==> config.mk <==
export PLATFORM = sky130hd
export DESIGN_NAME = seq_decoder
export DESIGN_NICKNAME = d
export VERILOG_FILES = /design/src/rtl/ebpc_pkg.sv /design/src/rtl/bit_unpacker.sv /design/src/rtl/seq_decoder.sv
export SDC_FILE = /design/constraint.sdc
export NUM_CORES = 1
export LEC_CHECK = 0
export BUFFER_PORTS_ARGS = -buffer_cell sky130_fd_sc_hd__buf_2
export CAP_MARGIN = 20
export CORE_ASPECT_RATIO = 0.7
export CORE_MARGIN = 2
export CORE_UTILIZATION = 55
export DETAILED_ROUTE_END_ITERATION = 10
export PLACE_DENSITY = 0.87
export SKIP_CTS_REPAIR_TIMING = 1
export SYNTH_ARGS = -nofsm -noshare
export SYNTH_HDL_FRONTEND = slang
export SYNTH_SLANG_ARGS = --single-unit
==> constraint.sdc <==
create_clock -name clk_i -period 7.2 [get_ports clk_i]
set_clock_uncertainty 0.2 [all_clocks]
set_input_delay 0.72 -clock clk_i [delete_from_list [all_inputs] [get_ports clk_i]]
set_output_delay 0.72 -clock clk_i [all_outputs]
set_load 0.02 [all_outputs]
==> src/rtl/ebpc_pkg.sv <==
// Shared EBPC definitions: widths, symbol prefixes and lengths, decoder state
// and the decoded block layout. The encoder uses the same package.
package ebpc_pkg;

  localparam int DATA_W     = 8;
  localparam int BLOCK_SIZE = 8;
  localparam int LOGW       = $clog2(DATA_W);
  localparam int LOGP       = $clog2(BLOCK_SIZE - 1);
  localparam int PLANE_W    = BLOCK_SIZE - 1;
  localparam int BUF_W      = 2 * DATA_W;
  localparam int FILL_W     = $clog2(BUF_W + 1);
  // Wide enough for a plane index and for the longest run (2^LOGW + 1).
  localparam int PCNT_W     = $clog2(DATA_W + 2);

  // Prefix codes, first transmitted bit on the left.
  localparam logic [0:0] PFX_RAW    = 1'b1;
  localparam logic [1:0] PFX_ZERO   = 2'b01;
  localparam logic [2:0] PFX_RUN    = 3'b001;
  localparam logic [4:0] PFX_ONES   = 5'b00000;
  localparam logic [4:0] PFX_DBPZ   = 5'b00001;
  localparam logic [4:0] PFX_DOUBLE = 5'b00010;
  localparam logic [4:0] PFX_SINGLE = 5'b00011;

  // Full symbol lengths in bits, including any payload field.
  localparam logic [FILL_W-1:0] LEN_BASE   = FILL_W'(DATA_W);
  localparam logic [FILL_W-1:0] LEN_RAW    = FILL_W'(1 + PLANE_W);
  localparam logic [FILL_W-1:0] LEN_ZERO   = FILL_W'(2);
  localparam logic [FILL_W-1:0] LEN_RUN    = FILL_W'(3 + LOGW);
  localparam logic [FILL_W-1:0] LEN_ONES   = FILL_W'(5);
  localparam logic [FILL_W-1:0] LEN_DBPZ   = FILL_W'(5);
  localparam logic [FILL_W-1:0] LEN_DOUBLE = FILL_W'(5 + LOGP);
  localparam logic [FILL_W-1:0] LEN_SINGLE = FILL_W'(5 + LOGP);

  typedef enum logic [1:0] {
    ST_IDLE,
    ST_PLANES,
    ST_RUN,
    ST_OUT
  } state_e;

  typedef struct packed {
    logic [DATA_W-1:0]              base;
    logic [DATA_W:0][PLANE_W-1:0]   dbp;
  } dbp_block_t;

  // Positions at or beyond the plane width fall off and give zero.
  function automatic logic [PLANE_W-1:0] plane_bit(input logic [LOGP-1:0] pos);
    plane_bit = PLANE_W'(1) << pos;
  endfunction

endpackage

==> src/rtl/bit_unpacker.sv <==
// MSB-first bit buffer: accepts DATA_W-bit words, exposes a left-aligned peek
// window and drops consume_len bits per cycle. Bits past the fill count stay zero.
module bit_unpacker
  import ebpc_pkg::*;
(
  input  logic              clk_i,
  input  logic              rst_ni,
  input  logic [DATA_W-1:0] data,
  input  logic              vld,
  output logic              rdy,
  input  logic              flush,
  input  logic [FILL_W-1:0] consume_len,
  output logic [DATA_W-1:0] window,
  output logic [FILL_W-1:0] fill
);

  logic [BUF_W-1:0]  bits_q, bits_shift, bits_d;
  logic [FILL_W-1:0] fill_q, fill_base, fill_d;
  logic              ready_en_q;
  logic              accept;

  // Handshake: a word transfers on a rising edge where vld and rdy are both high;
  // rdy depends only on registered state, never on vld.
  assign rdy    = ready_en_q && (fill_q <= FILL_W'(DATA_W));
  assign accept = vld && rdy;

  always_comb begin
    if (flush) begin
      bits_shift = '0;
      fill_base  = '0;
    end else begin
      bits_shift = bits_q << consume_len;
      fill_base  = fill_q - consume_len;
    end
    bits_d = bits_shift;
    fill_d = fill_base;
    // New word lands right behind whatever survives this cycle's consumption.
    if (accept) begin
      bits_d = bits_shift | ({data, {DATA_W{1'b0}}} >> fill_base);
      fill_d = fill_base + FILL_W'(DATA_W);
    end
  end

  always_ff @(posedge clk_i or negedge rst_ni) begin
    if (!rst_ni) begin
      bits_q     <= '0;
      fill_q     <= '0;
      ready_en_q <= 1'b0;
    end else begin
      bits_q     <= bits_d;
      fill_q     <= fill_d;
      ready_en_q <= 1'b1;
    end
  end

  assign window = bits_q[BUF_W-1 -: DATA_W];
  assign fill   = fill_q;

endmodule

==> src/rtl/seq_decoder.sv <==
// EBPC bit-plane decoder: reads a base word then one DBX symbol per plane from
// DATA_W down to 0, XOR-reconstructs the DBP planes and hands out one block.
module seq_decoder
  import ebpc_pkg::*;
(
  input  logic              clk_i,
  input  logic              rst_ni,
  input  logic [DATA_W-1:0] data_i,
  input  logic              vld_i,
  output logic              rdy_o,
  input  logic              flush_i,
  output dbp_block_t        dbp_block_o,
  output logic              vld_o,
  input  logic              rdy_i,
  output logic              err_o,
  output logic              idle_o
);

  state_e              state_q, state_d;
  logic [PCNT_W-1:0]   plane_q, plane_d;
  logic [PCNT_W-1:0]   run_q, run_d;
  logic [PLANE_W-1:0]  prev_q, prev_d;
  dbp_block_t          block_q, block_d;
  logic                err_q, err_d;

  logic [DATA_W-1:0]   window;
  logic [FILL_W-1:0]   fill;
  logic [FILL_W-1:0]   consume_len;
  logic                unpack_flush;

  logic [FILL_W-1:0]   sym_len;
  logic [PLANE_W-1:0]  sym_dbx;
  logic                sym_dbp_zero;
  logic                sym_run;
  logic [PCNT_W-1:0]   run_total;
  logic [LOGW-1:0]     run_field;
  logic [LOGP-1:0]     pos_field;
  logic [PLANE_W-1:0]  pos_bit;
  logic [PLANE_W-1:0]  plane_val;

  bit_unpacker u_unpacker (
    .clk_i       (clk_i),
    .rst_ni      (rst_ni),
    .data        (data_i),
    .vld         (vld_i),
    .rdy         (rdy_o),
    .flush       (unpack_flush),
    .consume_len (consume_len),
    .window      (window),
    .fill        (fill)
  );

  assign run_field = window[DATA_W-4 -: LOGW];
  assign pos_field = window[DATA_W-6 -: LOGP];
  assign pos_bit   = plane_bit(pos_field);

  // Decode assumes the unfilled tail of the window is zero; any symbol whose
  // length fits in fill was therefore decoded from real bits only.
  always_comb begin
    sym_len      = LEN_RAW;
    sym_dbx      = '0;
    sym_dbp_zero = 1'b0;
    sym_run      = 1'b0;
    run_total    = '0;
    if (window[DATA_W-1] == PFX_RAW) begin
      sym_dbx = window[DATA_W-2 -: PLANE_W];
    end else if (window[DATA_W-1 -: 2] == PFX_ZERO) begin
      sym_len = LEN_ZERO;
    end else if (window[DATA_W-1 -: 3] == PFX_RUN) begin
      sym_len   = LEN_RUN;
      sym_run   = 1'b1;
      run_total = PCNT_W'(run_field) + PCNT_W'(2);
    end else begin
      case (window[DATA_W-1 -: 5])
        PFX_ONES: begin
          sym_len = LEN_ONES;
          sym_dbx = '1;
        end
        PFX_DBPZ: begin
          sym_len      = LEN_DBPZ;
          sym_dbp_zero = 1'b1;
        end
        PFX_DOUBLE: begin
          sym_len = LEN_DOUBLE;
          sym_dbx = pos_bit | (pos_bit << 1);
        end
        default: begin
          sym_len = LEN_SINGLE;
          sym_dbx = pos_bit;
        end
      endcase
    end
  end

  always_comb begin
    state_d      = state_q;
    plane_d      = plane_q;
    run_d        = run_q;
    prev_d       = prev_q;
    block_d      = block_q;
    err_d        = 1'b0;
    consume_len  = '0;
    unpack_flush = 1'b0;
    plane_val    = '0;

    case (state_q)
      ST_IDLE: begin
        if (flush_i) begin
          unpack_flush = 1'b1;
        end else if (fill >= LEN_BASE) begin
          consume_len  = LEN_BASE;
          block_d.base = window;
          plane_d      = PCNT_W'(DATA_W);
          prev_d       = '0;
          state_d      = ST_PLANES;
        end
      end

      ST_PLANES: begin
        if (fill >= sym_len) begin
          consume_len            = sym_len;
          plane_val              = sym_dbp_zero ? '0 : (sym_dbx ^ prev_q);
          block_d.dbp[plane_q]   = plane_val;
          prev_d                 = plane_val;
          // A run reaching past plane 0 is cut there and flagged.
          if (sym_run && (run_total > plane_q + PCNT_W'(1))) begin
            err_d = 1'b1;
          end
          if (plane_q == '0) begin
            plane_d = PCNT_W'(DATA_W);
            state_d = ST_OUT;
          end else begin
            plane_d = plane_q - PCNT_W'(1);
            if (sym_run) begin
              run_d   = run_total - PCNT_W'(1);
              state_d = ST_RUN;
            end
          end
        end
      end

      ST_RUN: begin
        // Zero DBX: the plane simply repeats the one above it.
        plane_val            = prev_q;
        block_d.dbp[plane_q] = plane_val;
        run_d                = run_q - PCNT_W'(1);
        if (plane_q == '0) begin
          plane_d = PCNT_W'(DATA_W);
          run_d   = '0;
          state_d = ST_OUT;
        end else begin
          plane_d = plane_q - PCNT_W'(1);
          if (run_q == PCNT_W'(1)) begin
            state_d = ST_PLANES;
          end
        end
      end

      ST_OUT: begin
        if (rdy_i) begin
          state_d = ST_IDLE;
        end
      end

      default: state_d = ST_IDLE;
    endcase
  end

  always_ff @(posedge clk_i or negedge rst_ni) begin
    if (!rst_ni) begin
      state_q <= ST_IDLE;
      plane_q <= PCNT_W'(DATA_W);
      run_q   <= '0;
      prev_q  <= '0;
      block_q <= '0;
      err_q   <= 1'b0;
    end else begin
      state_q <= state_d;
      plane_q <= plane_d;
      run_q   <= run_d;
      prev_q  <= prev_d;
      block_q <= block_d;
      err_q   <= err_d;
    end
  end

  assign dbp_block_o = block_q;
  assign vld_o       = (state_q == ST_OUT);
  assign err_o       = err_q;
  assign idle_o      = (state_q == ST_IDLE) && (fill == '0);

endmodule

After elaboration in Yosys (flattened, before gate mapping)
Index checks and enable logic that the tools add are counted.
{ "op_classes": {"n_addsub": 7, "order_cmp": 6, "eq_ne": 16, "n_shift": 3, "muxes": 61, "bitwise": 4, "n_reduce_logical": 19} }
{ "ops": {"columns": ["operator", "n"], "rows": [
  ["$bwmux 63", 2],
  ["$pmux 63 s2", 1],
  ["$mux 4", 18],
  ["$mux 63", 1],
  ["$mux 7", 8],
  ["$mux 16", 2],
  ["$demux 7 s4", 1],
  ["$pmux 7 s3", 1],
  ["$mux 2", 8],
  ["$or 16x16->16", 1],
  ["$pmux 4 s2", 2],
  ["$shl 16x4->16", 1],
  ["$shr 16x5->16", 1],
  ["$pmux 7 s2", 1],
  ["$mux 1", 12],
  ["$pmux 4 s3", 1],
  ["$reduce_and 4->1", 3],
  ["$sub 4x1->4 const B", 3],
  ["$logic_not 5->1", 2],
  ["$mux 5", 2],
  ["$ne 2x2->1 const B", 5],
  ["$pmux 2 s4", 1],
  ["$or 7x7->7", 1],
  ["$shl 1x3->7 const A", 1],
  ["other kinds (29)", 37]
]} }
{ "totals": {"register_bits": 111, "inputBits": 13, "output_inout_bits": 75, "wordCells": 134} }

Depth between registers and ports, before layout
{ "logic_depth": {"ltp_word": 14, "ltp_mapped": 23} }

Modules after synthesis
Synthesis repeated with hierarchy kept, for this count alone.
{ "hier_totals": {"hier_cells": 692, "area_unflattened_um2": 7123.1} }
{ "modules_own_cells": {"columns": ["mod", "n_inst", "cells_per_inst", "area_each_um2", "seq_area_each_um2"], "rows": [
  ["seq_decoder", 1, 457, 4906.0, 2228.4],
  ["bit_unpacker", 1, 235, 2217.1, 550.5]
]} }

Worst setup path before layout
No wires, ideal clock.
{ "synth_path": {"path_kind": "flip-flop to flip-flop", "startpoint": "register u_unpacker.bits_q[15]", "endpoint": "register u_unpacker.bits_q[5]", "t_arrival_ns": 4.442, "slack_ns": 2.418, "path_stages_with_launch": 22, "path_buffers": 4, "synth_period_minus_slack_ns": 4.782, "cell_sequence": "dfrtp_1 -> buf_2 -> or3_1 -> buf_2 -> nor2_2 -> ha_1 -> nand2b_1 -> a2111o_1 -> buf_6 -> nand3_4 -> inv_2 -> ha_1 -> inv_1 -> fa_1 -> a21bo_2 -> buf_2 -> inv_1 -> a32oi_1 -> o21ai_0 -> mux2_2 -> a32oi_1 -> o22ai_1"} }
{ "synth_between": {"elab_chain_len": 14, "word_cells_on_any_way": 19, "classes_between": "add/sub (1); order compare (1); eq/ne (3); shift (2); mux (9); bitwise (1); reduce/logical (2)"} }
{ "synth_rtl": {"columns": ["item", "line", "text"], "rows": [
  ["start, declared", "bit_unpacker.sv:17", "logic [BUF_W-1:0] bits_q, bits_shift, bits_d;"],
  ["start signal, assigned", "bit_unpacker.sv:50", "bits_q <= bits_d;"],
  ["$eq 5x1->1 / $logic_not 5->1 (equally long branches)", "seq_decoder.sv:74", "case (window[DATA_W-1 -: 5])"],
  ["$reduce_or 2->1 (no line)", null, null],
  ["$mux 4", "seq_decoder.sv:74", null],
  ["$mux 4", "seq_decoder.sv:69", "end else if (window[DATA_W-1 -: 3] == PFX_RUN) begin"],
  ["$mux 4", "seq_decoder.sv:67", "end else if (window[DATA_W-1 -: 2] == PFX_ZERO) begin"],
  ["$mux 4 *", "seq_decoder.sv:65", "if (window[DATA_W-1] == PFX_RAW) begin"],
  ["$ge 5x5->1", "seq_decoder.sv:120", "if (fill >= sym_len) begin"],
  ["$mux 4 *", "seq_decoder.sv:120", null],
  ["$pmux 4 s2 *", "seq_decoder.sv:106", "case (state_q)"],
  ["$sub 5x4->5 *", "bit_unpacker.sv:33", "fill_base = fill_q - consume_len;"],
  ["$mux 5 *", "bit_unpacker.sv:28", "if (flush) begin"],
  ["net u_unpacker.fill_base[1]", "bit_unpacker.sv:18", "logic [FILL_W-1:0] fill_q, fill_base, fill_d;"],
  ["$shr 16x5->16 *", "bit_unpacker.sv:39", "bits_d = bits_shift | ({data, {DATA_W{1'b0}}} >> fill_base);"],
  ["$or 16x16->16 *", "bit_unpacker.sv:39", null],
  ["$mux 16 *", "bit_unpacker.sv:38", "if (accept) begin"],
  ["net u_unpacker.bits_d[5]", "bit_unpacker.sv:17", null]
]} }
Mark *: on every way through the listed nets, which the timed path passes. The rest lies on a longest branch.
A chain may end at the register's enable or synchronous reset.

Worst setup path in the final report
{ "layout_path": {"startpoint": "register u_unpacker.bits_q[11]", "endpoint": "register u_unpacker.bits_q[15]"} }
{ "layout_between": {"elab_chain_len": 14, "word_cells_on_any_way": 17, "classes_between": "add/sub (1); order compare (1); eq/ne (1); shift (2); mux (9); bitwise (1); reduce/logical (2)"} }
{ "layout_rtl": {"columns": ["item", "line"], "rows": [
  ["$eq 5x1->1 / $logic_not 5->1 (equally long branches)", "seq_decoder.sv:74"],
  ["$reduce_or 2->1 (no line)", null],
  ["$mux 4", "seq_decoder.sv:74"],
  ["$mux 4", "seq_decoder.sv:69"],
  ["$mux 4", "seq_decoder.sv:67"],
  ["$mux 4", "seq_decoder.sv:65"],
  ["$ge 5x5->1", "seq_decoder.sv:120"],
  ["$mux 4", "seq_decoder.sv:120"],
  ["$pmux 4 s2", "seq_decoder.sv:106"],
  ["$sub 5x4->5", "bit_unpacker.sv:33"],
  ["$mux 5", "bit_unpacker.sv:28"],
  ["$shr 16x5->16", "bit_unpacker.sv:39"],
  ["$or 16x16->16", "bit_unpacker.sv:39"],
  ["$mux 16 *", "bit_unpacker.sv:38"],
  ["net u_unpacker.bits_d[15]", "bit_unpacker.sv:17"]
]} }
Marked as above.

==> impl_results.md <==
* Cell Area, Placed at 7263 µm²
* Most used cells in the layout excluding fill and tap cells: dfrtp_1, buf_2, nand2_1
* Worst hold margin at 0.06332 ns
* PwrDens at 545.8 nW/µm²
* Worst slew margin at 21.94%
* DP Wirelength at 14470 µm
* Clock share of power at 12.3%
* Status: finished, final reports clean
* Drt total wl at 19470 µm
* GP Congestion at between 0.9 and 1
* Maximum vdd drop at roughly 0.42 mV
* Max Clk Rate at around 0.17 GHz
* #FFs+latches synth at roughly 110
* Core Region at 11850 µm²
* Post-synth ARST share at 100.0%
* Setup crit end kind: register
* Pre-antenna DRT Iters at 5
* Clock latency on the worst-skew pair at 0.35 ns
* Kind of start point of the critical path: register
* RSZ-0062 raised after global routing: false
* Initial Util at 56.95%
* Num Clock Sinks at 111
* Number of global-route vias before repair at approximately 5600
* Syn Std Cell Area at 6749 µm²
* Worst reg-to-reg setup slack at 1.31 ns
* Top FF cell, synth: dfrtp_1
* DRC at 0
* Total gr overflow at 0
* Initial antenna violation count at 0
* Fin cells at 893
* Req. time, crit path at 7.25 ns
* WP data arrival at a little under 6 ns
* Mapped Nets at roughly 700
* Iter 0 DRT Violations at 692
* Yosys cell types at 86
* Final setup violation count at 0
* Endpoints failing hold at 0
* Port-buffer cells at just under 90
* Part of the power in combinational logic at 62.0%
* Max-Cap Viols at 0
* Largest net degree at the start of global routing at 88
* Worst-margin pin slew at 1.166 ns
* Switching pwr at approximately 2.1 mW
* DP Worst Slack at 1.548 ns
* Vias per cell at 6.497
* Die width at 136.4 µm
* PnR worst setup slack at 1.309 ns
* CP Max Fanout at 17
* Switch share at approximately half
* Synth warn at 0
* Syn avg cell area at 10.23 µm²
* Internal power at 2.007 mW
* Detail Route Antenna Nets at 0
* Period utilisation layout at 81.82%
* CTS clk-pin slew, worst paths at 0.08 ns
* Fin Setup TNS at 0 ns
* Setup CP Type: register to register
* Post-layout instance area at 7592 µm²
* Fin crit period at 5.891 ns
* I/O pin total at 88
* Die Y at 96.68 µm
* # diodes at 0
* Clock Tree Buf Depth at 2
* Clock H-tree levels at 3
* Setup crit start: u_unpacker.bits_q[11]
* Placed insts at between 800 and 900
* Area added between synthesis and finish at 12.50%
* Final Max Slew Viols at 0
* Pleak at 3.699 nW
* DR WL/cell at 21.80 µm
* Commonest non-fill, non-tap cell in the layout: dfrtp_1
* Worst setup path end: u_unpacker.bits_q[15]
* CTS tree: built
* Worst r2r src: u_unpacker.bits_q[11]
* R2R Path End: u_unpacker.bits_q[15]
* Via count at between 5000 and 6000
* Die area at 13190 µm²
* Hold Crit Class: primary input to asynchronous set/reset pin
* Layout cells sized above 1 at 27.58%
* # rows at 33
* Number of enable flip-flop cells after synthesis at 0
* Share of power burned in registers at 25.7%
* Root Driver: clkbuf_16
* Final net count at around 770
* Num CTS Buffers at 9
* First-pass GRT wire length at roughly 31000 µm
* GRT Overall Usage at 30.36%
* Worst R2R Path Depth at 18
* Post-Synthesis Cells at 660
* Seq/Total Area, Yosys at between 40% and 50%
-- critical path, cell delays in order, from the launching register on --
cell	delay [ns]
dfrtp_1	0.48
inv_1	0.20
ha_1	0.40
nor2_1	0.16
nor2_2	0.36
ha_1	0.30
nand2b_1	0.19
a2111o_1	0.66
nand3_4	0.33
nor2_2	0.11
inv_2	0.17
ha_1	0.31
a21o_1	0.18
a31oi_1	0.24
mux2i_1	0.24
buf_4	0.23
o211ai_1	0.31
o32a_1	0.45
a22oi_1	0.25
-- logic make-up after synthesis --
logic type               share of synthesized area [%]
flip-flops                                       41.18
other                                          0.05556
AO/OA/AOI/OAI                                    19.11
buffers and inverters                            3.875
multiplexers                                     14.00
XOR/XNOR                                         1.298
adder cells (fa/ha/maj)                          5.302
AND/OR/NAND/NOR                                  15.18
-- area by class of cell --
cell class | count | area, µm²
flip-flops and latches | 111 | 2779
clock inverters | 6 | 62.56
clock buffers | 10 | 239.0
well taps | 157 | 196.4
fillers | 934 | 4258
multi-input cells | 488 | 3709
inverters | 29 | 111.4
repair buffers | 92 | 495.5
-- per-layer routing --
metal	GRT usage, %	vias to the layer above	part of all wire, %
met4	5.609	0	0.77
li1	-	2599	-
met3	8.124	13	11
met5	0	-	0
met2	44.30	326	44
met1	45.67	2864	45
-- synth_stat cells, drive strengths merged, types with 9 or more instances --
| cell | instances | area [µm²] |
|---|---|---|
| nor2 | 34 | 132.6 |
| ha | 27 | 337.8 |
| nand3 | 23 | 152.6 |
| nand2 | 59 | 221.5 |
| o21ai | 41 | 205.2 |
| buf | 14 | 82.58 |
| mux2i | 22 | 224.0 |
| a22oi | 13 | 97.59 |
| clkbuf | 18 | 67.56 |
| o31ai | 9 | 67.56 |
| a31oi | 13 | 96.34 |
| inv | 29 | 111.4 |
| dfrtp | 110 | 2753 |
| a21oi | 23 | 118.9 |
| mux2 | 64 | 720.7 |
| nor3b | 10 | 80.07 |
-- registers in the layout (all words and copies together) (netlist names) --
| signal | cells |
|---|---|
| prev_q | 7 |
| u_unpacker.ready_en_q | 1 |
| dbp_block_o | 71 |
| run_q | 4 |
| u_unpacker.fill | 5 |
| u_unpacker.bits_q | 16 |
| state_q | 2 |
| err_o | 1 |
| plane_q | 4 |
-- power by group through the flow --
| stage | clock network [mW] | registers [mW] | logic [mW] |
|---|---|---|---|
| 2_1_floorplan | 0 | 1.15 | 1.69 |
| 5_1_grt | 0.542 | 1.09 | 2.76 |
| 6_report | 0.508 | 1.07 | 2.57 |
| 3_5_place_dp | 0 | 1.07 | 2.49 |
| 4_1_cts | 0.514 | 1.05 | 2.51 |
| 3_3_place_gp | 0 | 1.05 | 2.45 |
-- worst min-delay path by stage --
stage | startpoint | cells after the start | endpoint
5_1_grt | rst_ni | 1 | u_unpacker.bits_q[5]
4_1_cts | rst_ni | 1 | u_unpacker.bits_q[1]
3_5_place_dp | dbp_block_o[65] | 2 | dbp_block_o[65]
6_report | rst_ni | 1 | u_unpacker.bits_q[5]
3_3_place_gp | dbp_block_o[65] | 2 | dbp_block_o[65]
2_1_floorplan | rst_ni | 0 | dbp_block_o[0]
-- metrics by stage --
stage	util, %	power [mW]
after global routing	64.07	4.394
after floorplan	-	2.842
after detailed placement	61.29	3.552
after global placement	61.29	3.495
final	64.07	4.144
after CTS	63.84	4.074
Power figures use the tool's default switching activity.
